**src/rtl/ex_mem_pkg.sv**
```systemverilog
// ex_mem_pkg: shared widths, reset polarity and the EX/MEM bundle type.
package ex_mem_pkg;

    localparam int RegBus       = 32;
    localparam int RegAddrBus   = 5;
    localparam int AluOpBus     = 8;
    localparam int DoubleRegBus = 64;

    localparam logic RstEnable    = 1'b0;
    localparam logic RstDisable   = 1'b1;
    localparam logic WriteEnable  = 1'b1;
    localparam logic WriteDisable = 1'b0;

    localparam logic [RegBus-1:0]     ZeroWord   = '0;
    localparam logic [AluOpBus-1:0]   EXE_NOP_OP = 8'h00;
    localparam logic [RegAddrBus-1:0] NOPRegAddr = 5'b00000;

    typedef struct packed {
        logic [RegAddrBus-1:0] wd;
        logic                  wreg;
        logic [RegBus-1:0]     wdata;
        logic [RegBus-1:0]     hi;
        logic [RegBus-1:0]     lo;
        logic                  whilo;
        logic [AluOpBus-1:0]   aluop;
        logic [RegBus-1:0]     mem_addr;
        logic [RegBus-1:0]     reg2;
        logic                  cp0_we;
        logic [4:0]            cp0_waddr;
        logic [RegBus-1:0]     cp0_data;
        logic [RegBus-1:0]     excepttype;
        logic                  in_delayslot;
        logic [RegBus-1:0]     inst_addr;
    } ex_mem_t;

    // A bubble writes nothing and can never raise an exception.
    function automatic ex_mem_t bubble();
        ex_mem_t b;
        b              = '0;
        b.wd           = NOPRegAddr;
        b.wreg         = WriteDisable;
        b.whilo        = WriteDisable;
        b.cp0_we       = WriteDisable;
        b.aluop        = EXE_NOP_OP;
        b.excepttype   = ZeroWord;
        return b;
    endfunction

endpackage

```
**src/rtl/ex_mem_if.sv**
```systemverilog
// ex_mem_if: EX results into the EX/MEM register and their MEM-side copies.
interface ex_mem_if;
    import ex_mem_pkg::*;

    logic [RegAddrBus-1:0]   ex_wd;
    logic                    ex_wreg;
    logic [RegBus-1:0]       ex_wdata;
    logic [RegBus-1:0]       ex_hi;
    logic [RegBus-1:0]       ex_lo;
    logic                    ex_whilo;
    logic [AluOpBus-1:0]     ex_aluop;
    logic [RegBus-1:0]       ex_mem_addr;
    logic [RegBus-1:0]       ex_reg2;
    logic                    ex_cp0_reg_we;
    logic [4:0]              ex_cp0_reg_write_addr;
    logic [RegBus-1:0]       ex_cp0_reg_data;
    logic [RegBus-1:0]       ex_excepttype;
    logic                    ex_is_in_delayslot;
    logic [RegBus-1:0]       ex_current_inst_address;
    logic [DoubleRegBus-1:0] hilo_i;
    logic [1:0]              cnt_i;

    logic [RegAddrBus-1:0]   mem_wd;
    logic                    mem_wreg;
    logic [RegBus-1:0]       mem_wdata;
    logic [RegBus-1:0]       mem_hi;
    logic [RegBus-1:0]       mem_lo;
    logic                    mem_whilo;
    logic [AluOpBus-1:0]     mem_aluop;
    logic [RegBus-1:0]       mem_mem_addr;
    logic [RegBus-1:0]       mem_reg2;
    logic                    mem_cp0_reg_we;
    logic [4:0]              mem_cp0_reg_write_addr;
    logic [RegBus-1:0]       mem_cp0_reg_data;
    logic [RegBus-1:0]       mem_excepttype;
    logic                    mem_is_in_delayslot;
    logic [RegBus-1:0]       mem_current_inst_address;
    logic                    mem_valid;
    logic [DoubleRegBus-1:0] hilo_o;
    logic [1:0]              cnt_o;

    modport master (
        output ex_wd, ex_wreg, ex_wdata, ex_hi, ex_lo, ex_whilo,
        output ex_aluop, ex_mem_addr, ex_reg2,
        output ex_cp0_reg_we, ex_cp0_reg_write_addr, ex_cp0_reg_data,
        output ex_excepttype, ex_is_in_delayslot,
        output ex_current_inst_address, hilo_i, cnt_i,
        input  mem_wd, mem_wreg, mem_wdata, mem_hi, mem_lo, mem_whilo,
        input  mem_aluop, mem_mem_addr, mem_reg2,
        input  mem_cp0_reg_we, mem_cp0_reg_write_addr, mem_cp0_reg_data,
        input  mem_excepttype, mem_is_in_delayslot,
        input  mem_current_inst_address, mem_valid, hilo_o, cnt_o
    );

    modport slave (
        input  ex_wd, ex_wreg, ex_wdata, ex_hi, ex_lo, ex_whilo,
        input  ex_aluop, ex_mem_addr, ex_reg2,
        input  ex_cp0_reg_we, ex_cp0_reg_write_addr, ex_cp0_reg_data,
        input  ex_excepttype, ex_is_in_delayslot,
        input  ex_current_inst_address, hilo_i, cnt_i,
        output mem_wd, mem_wreg, mem_wdata, mem_hi, mem_lo, mem_whilo,
        output mem_aluop, mem_mem_addr, mem_reg2,
        output mem_cp0_reg_we, mem_cp0_reg_write_addr, mem_cp0_reg_data,
        output mem_excepttype, mem_is_in_delayslot,
        output mem_current_inst_address, mem_valid, hilo_o, cnt_o
    );

endinterface

```
**src/rtl/ex_mem.sv**
```systemverilog
// ex_mem: EX/MEM pipeline register with bubble, hold and flush handling,
// plus the madd/msub partial-product and cycle-count feedback to EX.
module ex_mem
    import ex_mem_pkg::*;
(
    input  logic         clk,
    input  logic         rst,
    input  logic [5:0]   stall,
    input  logic         flush,
    ex_mem_if.slave      bus
);

    ex_mem_t                 w_ex;
    ex_mem_t                 r_mem;
    logic                    r_valid;
    logic [DoubleRegBus-1:0] r_hilo;
    logic [1:0]              r_cnt;
    logic                    w_unused;

    assign w_unused = &{1'b0, stall[5], stall[2:0]};

    assign w_ex.wd           = bus.ex_wd;
    assign w_ex.wreg         = bus.ex_wreg;
    assign w_ex.wdata        = bus.ex_wdata;
    assign w_ex.hi           = bus.ex_hi;
    assign w_ex.lo           = bus.ex_lo;
    assign w_ex.whilo        = bus.ex_whilo;
    assign w_ex.aluop        = bus.ex_aluop;
    assign w_ex.mem_addr     = bus.ex_mem_addr;
    assign w_ex.reg2         = bus.ex_reg2;
    assign w_ex.cp0_we       = bus.ex_cp0_reg_we;
    assign w_ex.cp0_waddr    = bus.ex_cp0_reg_write_addr;
    assign w_ex.cp0_data     = bus.ex_cp0_reg_data;
    assign w_ex.excepttype   = bus.ex_excepttype;
    assign w_ex.in_delayslot = bus.ex_is_in_delayslot;
    assign w_ex.inst_addr    = bus.ex_current_inst_address;

    always_ff @(posedge clk) begin
        if (rst == RstEnable || flush) begin
            r_mem   <= '0;
            r_valid <= 1'b0;
            r_hilo  <= '0;
            r_cnt   <= 2'd0;
        end else if (stall[3] && !stall[4]) begin
            // EX stalls mid-madd: keep its first-cycle product alive.
            r_mem   <= bubble();
            r_valid <= 1'b0;
            r_hilo  <= bus.hilo_i;
            r_cnt   <= bus.cnt_i;
        end else if (!stall[3]) begin
            r_mem   <= w_ex;
            r_valid <= 1'b1;
            r_hilo  <= '0;
            r_cnt   <= 2'd0;
        end
    end

    assign bus.mem_wd                   = r_mem.wd;
    assign bus.mem_wreg                 = r_mem.wreg;
    assign bus.mem_wdata                = r_mem.wdata;
    assign bus.mem_hi                   = r_mem.hi;
    assign bus.mem_lo                   = r_mem.lo;
    assign bus.mem_whilo                = r_mem.whilo;
    assign bus.mem_aluop                = r_mem.aluop;
    assign bus.mem_mem_addr             = r_mem.mem_addr;
    assign bus.mem_reg2                 = r_mem.reg2;
    assign bus.mem_cp0_reg_we           = r_mem.cp0_we;
    assign bus.mem_cp0_reg_write_addr   = r_mem.cp0_waddr;
    assign bus.mem_cp0_reg_data         = r_mem.cp0_data;
    assign bus.mem_excepttype           = r_mem.excepttype;
    assign bus.mem_is_in_delayslot      = r_mem.in_delayslot;
    assign bus.mem_current_inst_address = r_mem.inst_addr;
    assign bus.mem_valid                = r_valid;
    assign bus.hilo_o                   = r_hilo;
    assign bus.cnt_o                    = r_cnt;

endmodule

```
**src/flat_wrapper.sv**
```systemverilog
// flat-port wrapper written by rule: the top's interface ports become plain ports
module ex_mem_flat import ex_mem_pkg::*;
  (clk, rst, stall, flush, bus_ex_wd, bus_ex_wreg, bus_ex_wdata, bus_ex_hi, bus_ex_lo, bus_ex_whilo, bus_ex_aluop, bus_ex_mem_addr, bus_ex_reg2, bus_ex_cp0_reg_we, bus_ex_cp0_reg_write_addr, bus_ex_cp0_reg_data, bus_ex_excepttype, bus_ex_is_in_delayslot, bus_ex_current_inst_address, bus_hilo_i, bus_cnt_i, bus_mem_wd, bus_mem_wreg, bus_mem_wdata, bus_mem_hi, bus_mem_lo, bus_mem_whilo, bus_mem_aluop, bus_mem_mem_addr, bus_mem_reg2, bus_mem_cp0_reg_we, bus_mem_cp0_reg_write_addr, bus_mem_cp0_reg_data, bus_mem_excepttype, bus_mem_is_in_delayslot, bus_mem_current_inst_address, bus_mem_valid, bus_hilo_o, bus_cnt_o);
  ex_mem_if bus_i ();
  input  logic clk;
  input  logic rst;
  input  logic [5:0] stall;
  input  logic flush;
  input wire logic [$bits(bus_i.ex_wd)-1:0] bus_ex_wd;
  input wire logic [$bits(bus_i.ex_wreg)-1:0] bus_ex_wreg;
  input wire logic [$bits(bus_i.ex_wdata)-1:0] bus_ex_wdata;
  input wire logic [$bits(bus_i.ex_hi)-1:0] bus_ex_hi;
  input wire logic [$bits(bus_i.ex_lo)-1:0] bus_ex_lo;
  input wire logic [$bits(bus_i.ex_whilo)-1:0] bus_ex_whilo;
  input wire logic [$bits(bus_i.ex_aluop)-1:0] bus_ex_aluop;
  input wire logic [$bits(bus_i.ex_mem_addr)-1:0] bus_ex_mem_addr;
  input wire logic [$bits(bus_i.ex_reg2)-1:0] bus_ex_reg2;
  input wire logic [$bits(bus_i.ex_cp0_reg_we)-1:0] bus_ex_cp0_reg_we;
  input wire logic [$bits(bus_i.ex_cp0_reg_write_addr)-1:0] bus_ex_cp0_reg_write_addr;
  input wire logic [$bits(bus_i.ex_cp0_reg_data)-1:0] bus_ex_cp0_reg_data;
  input wire logic [$bits(bus_i.ex_excepttype)-1:0] bus_ex_excepttype;
  input wire logic [$bits(bus_i.ex_is_in_delayslot)-1:0] bus_ex_is_in_delayslot;
  input wire logic [$bits(bus_i.ex_current_inst_address)-1:0] bus_ex_current_inst_address;
  input wire logic [$bits(bus_i.hilo_i)-1:0] bus_hilo_i;
  input wire logic [$bits(bus_i.cnt_i)-1:0] bus_cnt_i;
  output wire logic [$bits(bus_i.mem_wd)-1:0] bus_mem_wd;
  output wire logic [$bits(bus_i.mem_wreg)-1:0] bus_mem_wreg;
  output wire logic [$bits(bus_i.mem_wdata)-1:0] bus_mem_wdata;
  output wire logic [$bits(bus_i.mem_hi)-1:0] bus_mem_hi;
  output wire logic [$bits(bus_i.mem_lo)-1:0] bus_mem_lo;
  output wire logic [$bits(bus_i.mem_whilo)-1:0] bus_mem_whilo;
  output wire logic [$bits(bus_i.mem_aluop)-1:0] bus_mem_aluop;
  output wire logic [$bits(bus_i.mem_mem_addr)-1:0] bus_mem_mem_addr;
  output wire logic [$bits(bus_i.mem_reg2)-1:0] bus_mem_reg2;
  output wire logic [$bits(bus_i.mem_cp0_reg_we)-1:0] bus_mem_cp0_reg_we;
  output wire logic [$bits(bus_i.mem_cp0_reg_write_addr)-1:0] bus_mem_cp0_reg_write_addr;
  output wire logic [$bits(bus_i.mem_cp0_reg_data)-1:0] bus_mem_cp0_reg_data;
  output wire logic [$bits(bus_i.mem_excepttype)-1:0] bus_mem_excepttype;
  output wire logic [$bits(bus_i.mem_is_in_delayslot)-1:0] bus_mem_is_in_delayslot;
  output wire logic [$bits(bus_i.mem_current_inst_address)-1:0] bus_mem_current_inst_address;
  output wire logic [$bits(bus_i.mem_valid)-1:0] bus_mem_valid;
  output wire logic [$bits(bus_i.hilo_o)-1:0] bus_hilo_o;
  output wire logic [$bits(bus_i.cnt_o)-1:0] bus_cnt_o;
  assign bus_i.ex_wd = bus_ex_wd;
  assign bus_i.ex_wreg = bus_ex_wreg;
  assign bus_i.ex_wdata = bus_ex_wdata;
  assign bus_i.ex_hi = bus_ex_hi;
  assign bus_i.ex_lo = bus_ex_lo;
  assign bus_i.ex_whilo = bus_ex_whilo;
  assign bus_i.ex_aluop = bus_ex_aluop;
  assign bus_i.ex_mem_addr = bus_ex_mem_addr;
  assign bus_i.ex_reg2 = bus_ex_reg2;
  assign bus_i.ex_cp0_reg_we = bus_ex_cp0_reg_we;
  assign bus_i.ex_cp0_reg_write_addr = bus_ex_cp0_reg_write_addr;
  assign bus_i.ex_cp0_reg_data = bus_ex_cp0_reg_data;
  assign bus_i.ex_excepttype = bus_ex_excepttype;
  assign bus_i.ex_is_in_delayslot = bus_ex_is_in_delayslot;
  assign bus_i.ex_current_inst_address = bus_ex_current_inst_address;
  assign bus_i.hilo_i = bus_hilo_i;
  assign bus_i.cnt_i = bus_cnt_i;
  assign bus_mem_wd = bus_i.mem_wd;
  assign bus_mem_wreg = bus_i.mem_wreg;
  assign bus_mem_wdata = bus_i.mem_wdata;
  assign bus_mem_hi = bus_i.mem_hi;
  assign bus_mem_lo = bus_i.mem_lo;
  assign bus_mem_whilo = bus_i.mem_whilo;
  assign bus_mem_aluop = bus_i.mem_aluop;
  assign bus_mem_mem_addr = bus_i.mem_mem_addr;
  assign bus_mem_reg2 = bus_i.mem_reg2;
  assign bus_mem_cp0_reg_we = bus_i.mem_cp0_reg_we;
  assign bus_mem_cp0_reg_write_addr = bus_i.mem_cp0_reg_write_addr;
  assign bus_mem_cp0_reg_data = bus_i.mem_cp0_reg_data;
  assign bus_mem_excepttype = bus_i.mem_excepttype;
  assign bus_mem_is_in_delayslot = bus_i.mem_is_in_delayslot;
  assign bus_mem_current_inst_address = bus_i.mem_current_inst_address;
  assign bus_mem_valid = bus_i.mem_valid;
  assign bus_hilo_o = bus_i.hilo_o;
  assign bus_cnt_o = bus_i.cnt_o;
  ex_mem u_core (.clk(clk), .rst(rst), .stall(stall), .flush(flush), .bus(bus_i));
endmodule
```
**config.mk**
```make
export PLATFORM = sky130hd
export DESIGN_NAME = ex_mem_flat
export DESIGN_NICKNAME = d
export VERILOG_FILES = /design/src/rtl/ex_mem_pkg.sv /design/src/rtl/ex_mem_if.sv /design/src/rtl/ex_mem.sv /design/src/flat_wrapper.sv
export SDC_FILE = /design/constraint.sdc
export NUM_CORES = 1
export LEC_CHECK = 0
export ABC_AREA = 1
export CAP_MARGIN = 10
export CORE_AREA = 10 10 266 268
export CTS_CLUSTER_SIZE = 25
export DETAILED_ROUTE_END_ITERATION = 6
export DIE_AREA = 0 0 276 278
export GPL_ROUTABILITY_DRIVEN = 1
export HOLD_SLACK_MARGIN = 0.02
export PLACE_DENSITY = 0.46
export SYNTH_ARGS = -nofsm -noshare
export SYNTH_HDL_FRONTEND = slang
export SYNTH_SLANG_ARGS = --single-unit
```
**constraint.sdc**
```tcl
create_clock -name clk -period 1.3 [get_ports clk]
set_input_delay 0.195 -clock clk [delete_from_list [all_inputs] [get_ports clk]]
set_output_delay 0.195 -clock clk [all_outputs]
set_load 0.02 [all_outputs]
```
==> flow_summary_export.csv <==
group,metric,value,unit
power_and_ir_drop,internal_power,20200,uW
finish,final_net_count,2835,
setup_path,crit_path_cell_trace,"buf_4",
sta,final-setup-viol-count,0,
setup_path,end_kind,"output pin",
sta,worst_pin_slew,732,ps
power_and_ir_drop,swShare,24.8,%
detailed_routing,avgRoutedWirePerCell,18.6,um
clock_tree,root_buffer,"clkbuf_16",
synth,syn-num-nets,2144,
clock_tree,cts_made_buffers,44,
synth,synth_area,13500,sq um
setup_path,critPathLaunch,"u_core.bus.mem_wdata[25]",
die,top_level_ports,698,
detailed_routing,drtAntennaViolNets,0,
sta,max_freq,798,MHz
detailed_routing,post_drt_via_cell_ratio,4.03,
power_and_ir_drop,power_density,1160,nW/um^2
detailed_routing,drt_pass1_iterations,5,
placement,routabilityCongestion,0.813,
grt,grt_pass1_wl,93000,um
setup_path,path_buf_inv,1,
power_and_ir_drop,clockPowerShare,45.1,%
setup_path,cp_num_cells,1,
setup_path,timing.rr.start,"u_core.bus.mem_reg2[4]",
synth,yosys_register_bits,345,
grt,grt_start_max_net_pins,67,
sta,whs,123,ps
clock_tree,clkLatencyLatePin,560,ps
placement,io_buffer_count,693,
synth,ys_seq_area_share,51.0,%
grt,grt_pass1_vias,13800,
detailed_routing,dr_total_vias,13600,
finish,drive_gt1_share,25.1,%
synth,postSynthAreaPerCell,7.56,sq um
setup_path,critical_path.top_delay_family,"flip-flops",
power_and_ir_drop,leakage,0.00919,uW
setup_path,critPathSlowestCell,"dfxtp_1",
sta,fin_skew,0,ps
setup_path,worstSetupStartpointType,"flop",
grt,overflow,0,
clock_tree,cts_setup_buffers,0,
placement,place_area,21800,sq um
sta,slew_violations,0,
sta,slew_headroom,51.2,%
sta,fin_crit_sh,96.4,%
setup_path,critical_path_arrival,1060,ps
setup_path,cp_max_fo,2,
sta,finalHoldViolations,0,
clock_tree,htree_levels,2,
finish,syn2layout_area_growth,70.5,%
clock_tree,clkSlewWorstSetupHoldPaths,60,ps
outcome,status,"finished clean",
clock_tree,cts_buffer_depth,3,
synth,synth_warnings,0,
detailed_routing,wirelength,62800,um
die,die_y,278,um
worst_hold_path,worstHoldPathCells,4,
sta,rsz0062_at_grt,"yes",
die,rows,94,
worst_hold_path,hold_path.class,"in -> reg",
grt,grt_usage,15.7,%
clock_tree,cts_tree,"built",
worst_hold_path,min-delay-start,"stall[3]",
sta,fin_setup_tns,0,ps
power_and_ir_drop,p_sw,6660,uW
setup_path,worstPathRequired,1110,ps
detailed_routing,drc,0,
power_and_ir_drop,power_frac_seq,41.1,%
synth,synth_cells,1791,
setup_path,reg2regPathDepth,3,
clock_tree,clock_sink_count,345,
die,die_area,76700,sq um
power_and_ir_drop,p_comb_share,13.8,%
setup_path,path_class,"reg -> out",
detailed_routing,dr.first_iter.drc_count,647,
die,start_util,20.7,%
power_and_ir_drop,ir_drop,0.968,mV
placement,hpwl,49000,um
sta,fin_crit,1250,ps
job,maxCapViolCount,0,
synth,ys_types,16,
die,die_w,276,um
grt,antenna_found_initial,10,
finish,fin_area,23100,sq um
setup_path,slowest_delay,340,ps
die,core-area,65400,sq um
[worst reg2reg max path, stage by stage, from the launching register on]
cell and delay [ps]:
dfxtp_1 350, nand2_1 60, and2_1 150, nor2_1 90
[power groups by stage]
stage	combinational [uW]	clock, uW	sequential, uW
after floorplan	1250	0	11500
after global placement	3760	0	11200
after detailed placement	3770	0	11200
after CTS	3720	12600	11000
after global routing	4030	12900	11100
final	3700	12100	11000
[cell type report]
type | count | area [sq um]
diodes | 3 | 7.51
flip-flops and latches | 345 | 7090
fillers | 6860 | 42300
clock buffers | 66 | 1310
inverters | 4 | 22.5
clock inverters | 8 | 103
well taps | 864 | 1080
repair buffers | 772 | 7580
multi-input cells | 1315 | 5900
[cell usage after synthesis, drive strengths merged]
master,instances,share of area (%)
buf,112,5.0
nand2,558,15
and2,278,13
inv,4,0.13
nand3,132,4.9
dfxtp,345,51
nor2,281,7.8
clkbuf,15,0.42
a21oi,66,2.4
[registers in the layout (all words and copies together), names as in the netlist, 8 cells and up]
register                             count
u_core.bus.mem_current_inst_address     32
u_core.bus.mem_aluop                     8
u_core.bus.mem_mem_addr                 32
u_core.bus.mem_reg2                     32
u_core.bus.mem_cp0_reg_data             32
u_core.bus.mem_excepttype               32
u_core.bus.mem_wdata                    32
u_core.bus.mem_lo                       32
u_core.bus.mem_hi                       32
u_core.bus.hilo_o                       64
[what timing repair did]
item | in CTS | in global routing
pin swaps | 0 | 0
endpoints found under the hold margin | 1 | 0
resized for setup | 1930 | 181
hold buffers | 1 | 0
setup endpoints to repair | 345 | 139
[layout by cell type (no fill, tap or decap), types with 3 or more instances in the layout]
| cell type | count |
|---|---|
| nand3_1 | 132 |
| and2_1 | 276 |
| nor2_1 | 280 |
| buf_12 | 28 |
| buf_2 | 21 |
| clkdlybuf4s50_1 | 346 |
| a21oi_1 | 66 |
| buf_4 | 211 |
| clkbuf_16 | 45 |
| dfxtp_4 | 3 |
| dfxtp_1 | 207 |
| nand2_1 | 557 |
| diode_2 | 3 |
| clkbuf_8 | 10 |
| dfxtp_2 | 135 |
| buf_6 | 164 |
| clkbuf_1 | 11 |
[per-stage QoR]
stage / instances / util (%) / worst slack (ps) / total power [uW]
global placement: 3299 / 33.3 / -412 / 15000
global route: 3376 / 35.3 / -11.3 / 28000
floorplan: 1791 / - / 265 / 12800
CTS: 3374 / 34.6 / -7.24 / 27300
finish: 3377 / 35.3 / 47.1 / 26800
detailed placement: 3299 / 33.3 / -400 / 15000
[cells by family after synthesis]
kind of cell | Yosys count | synth area share [%]
AO/OA/AOI/OAI | 66 | 2.44
flip-flops | 345 | 51.0
buffers and inverters | 131 | 5.56
AND/OR/NAND/NOR | 1249 | 41.0
[layer usage]
metal / share of wire [%] / vias to the layer above / GRT usage, %
met1: 37 / 6166 / 16.5
met4: 2.2 / 12 / 4.34
li1: - / 6889 / -
met5: 0.14 / - / 0
met2: 50 / 447 / 27.9
met3: 10 / 86 / 6.95
[worst paths after layout]
| check | slack (ps) | end |
|---|---|---|
| max | 50 | bus_mem_wdata[25] |
| min | 120 | u_core.bus.hilo_o[13] |
| max reg2reg | 590 | u_core.bus.mem_reg2[4] |
| min reg2reg | 480 | u_core.bus.hilo_o[56] |
Note: power is estimated with default switching activity, not from simulation.
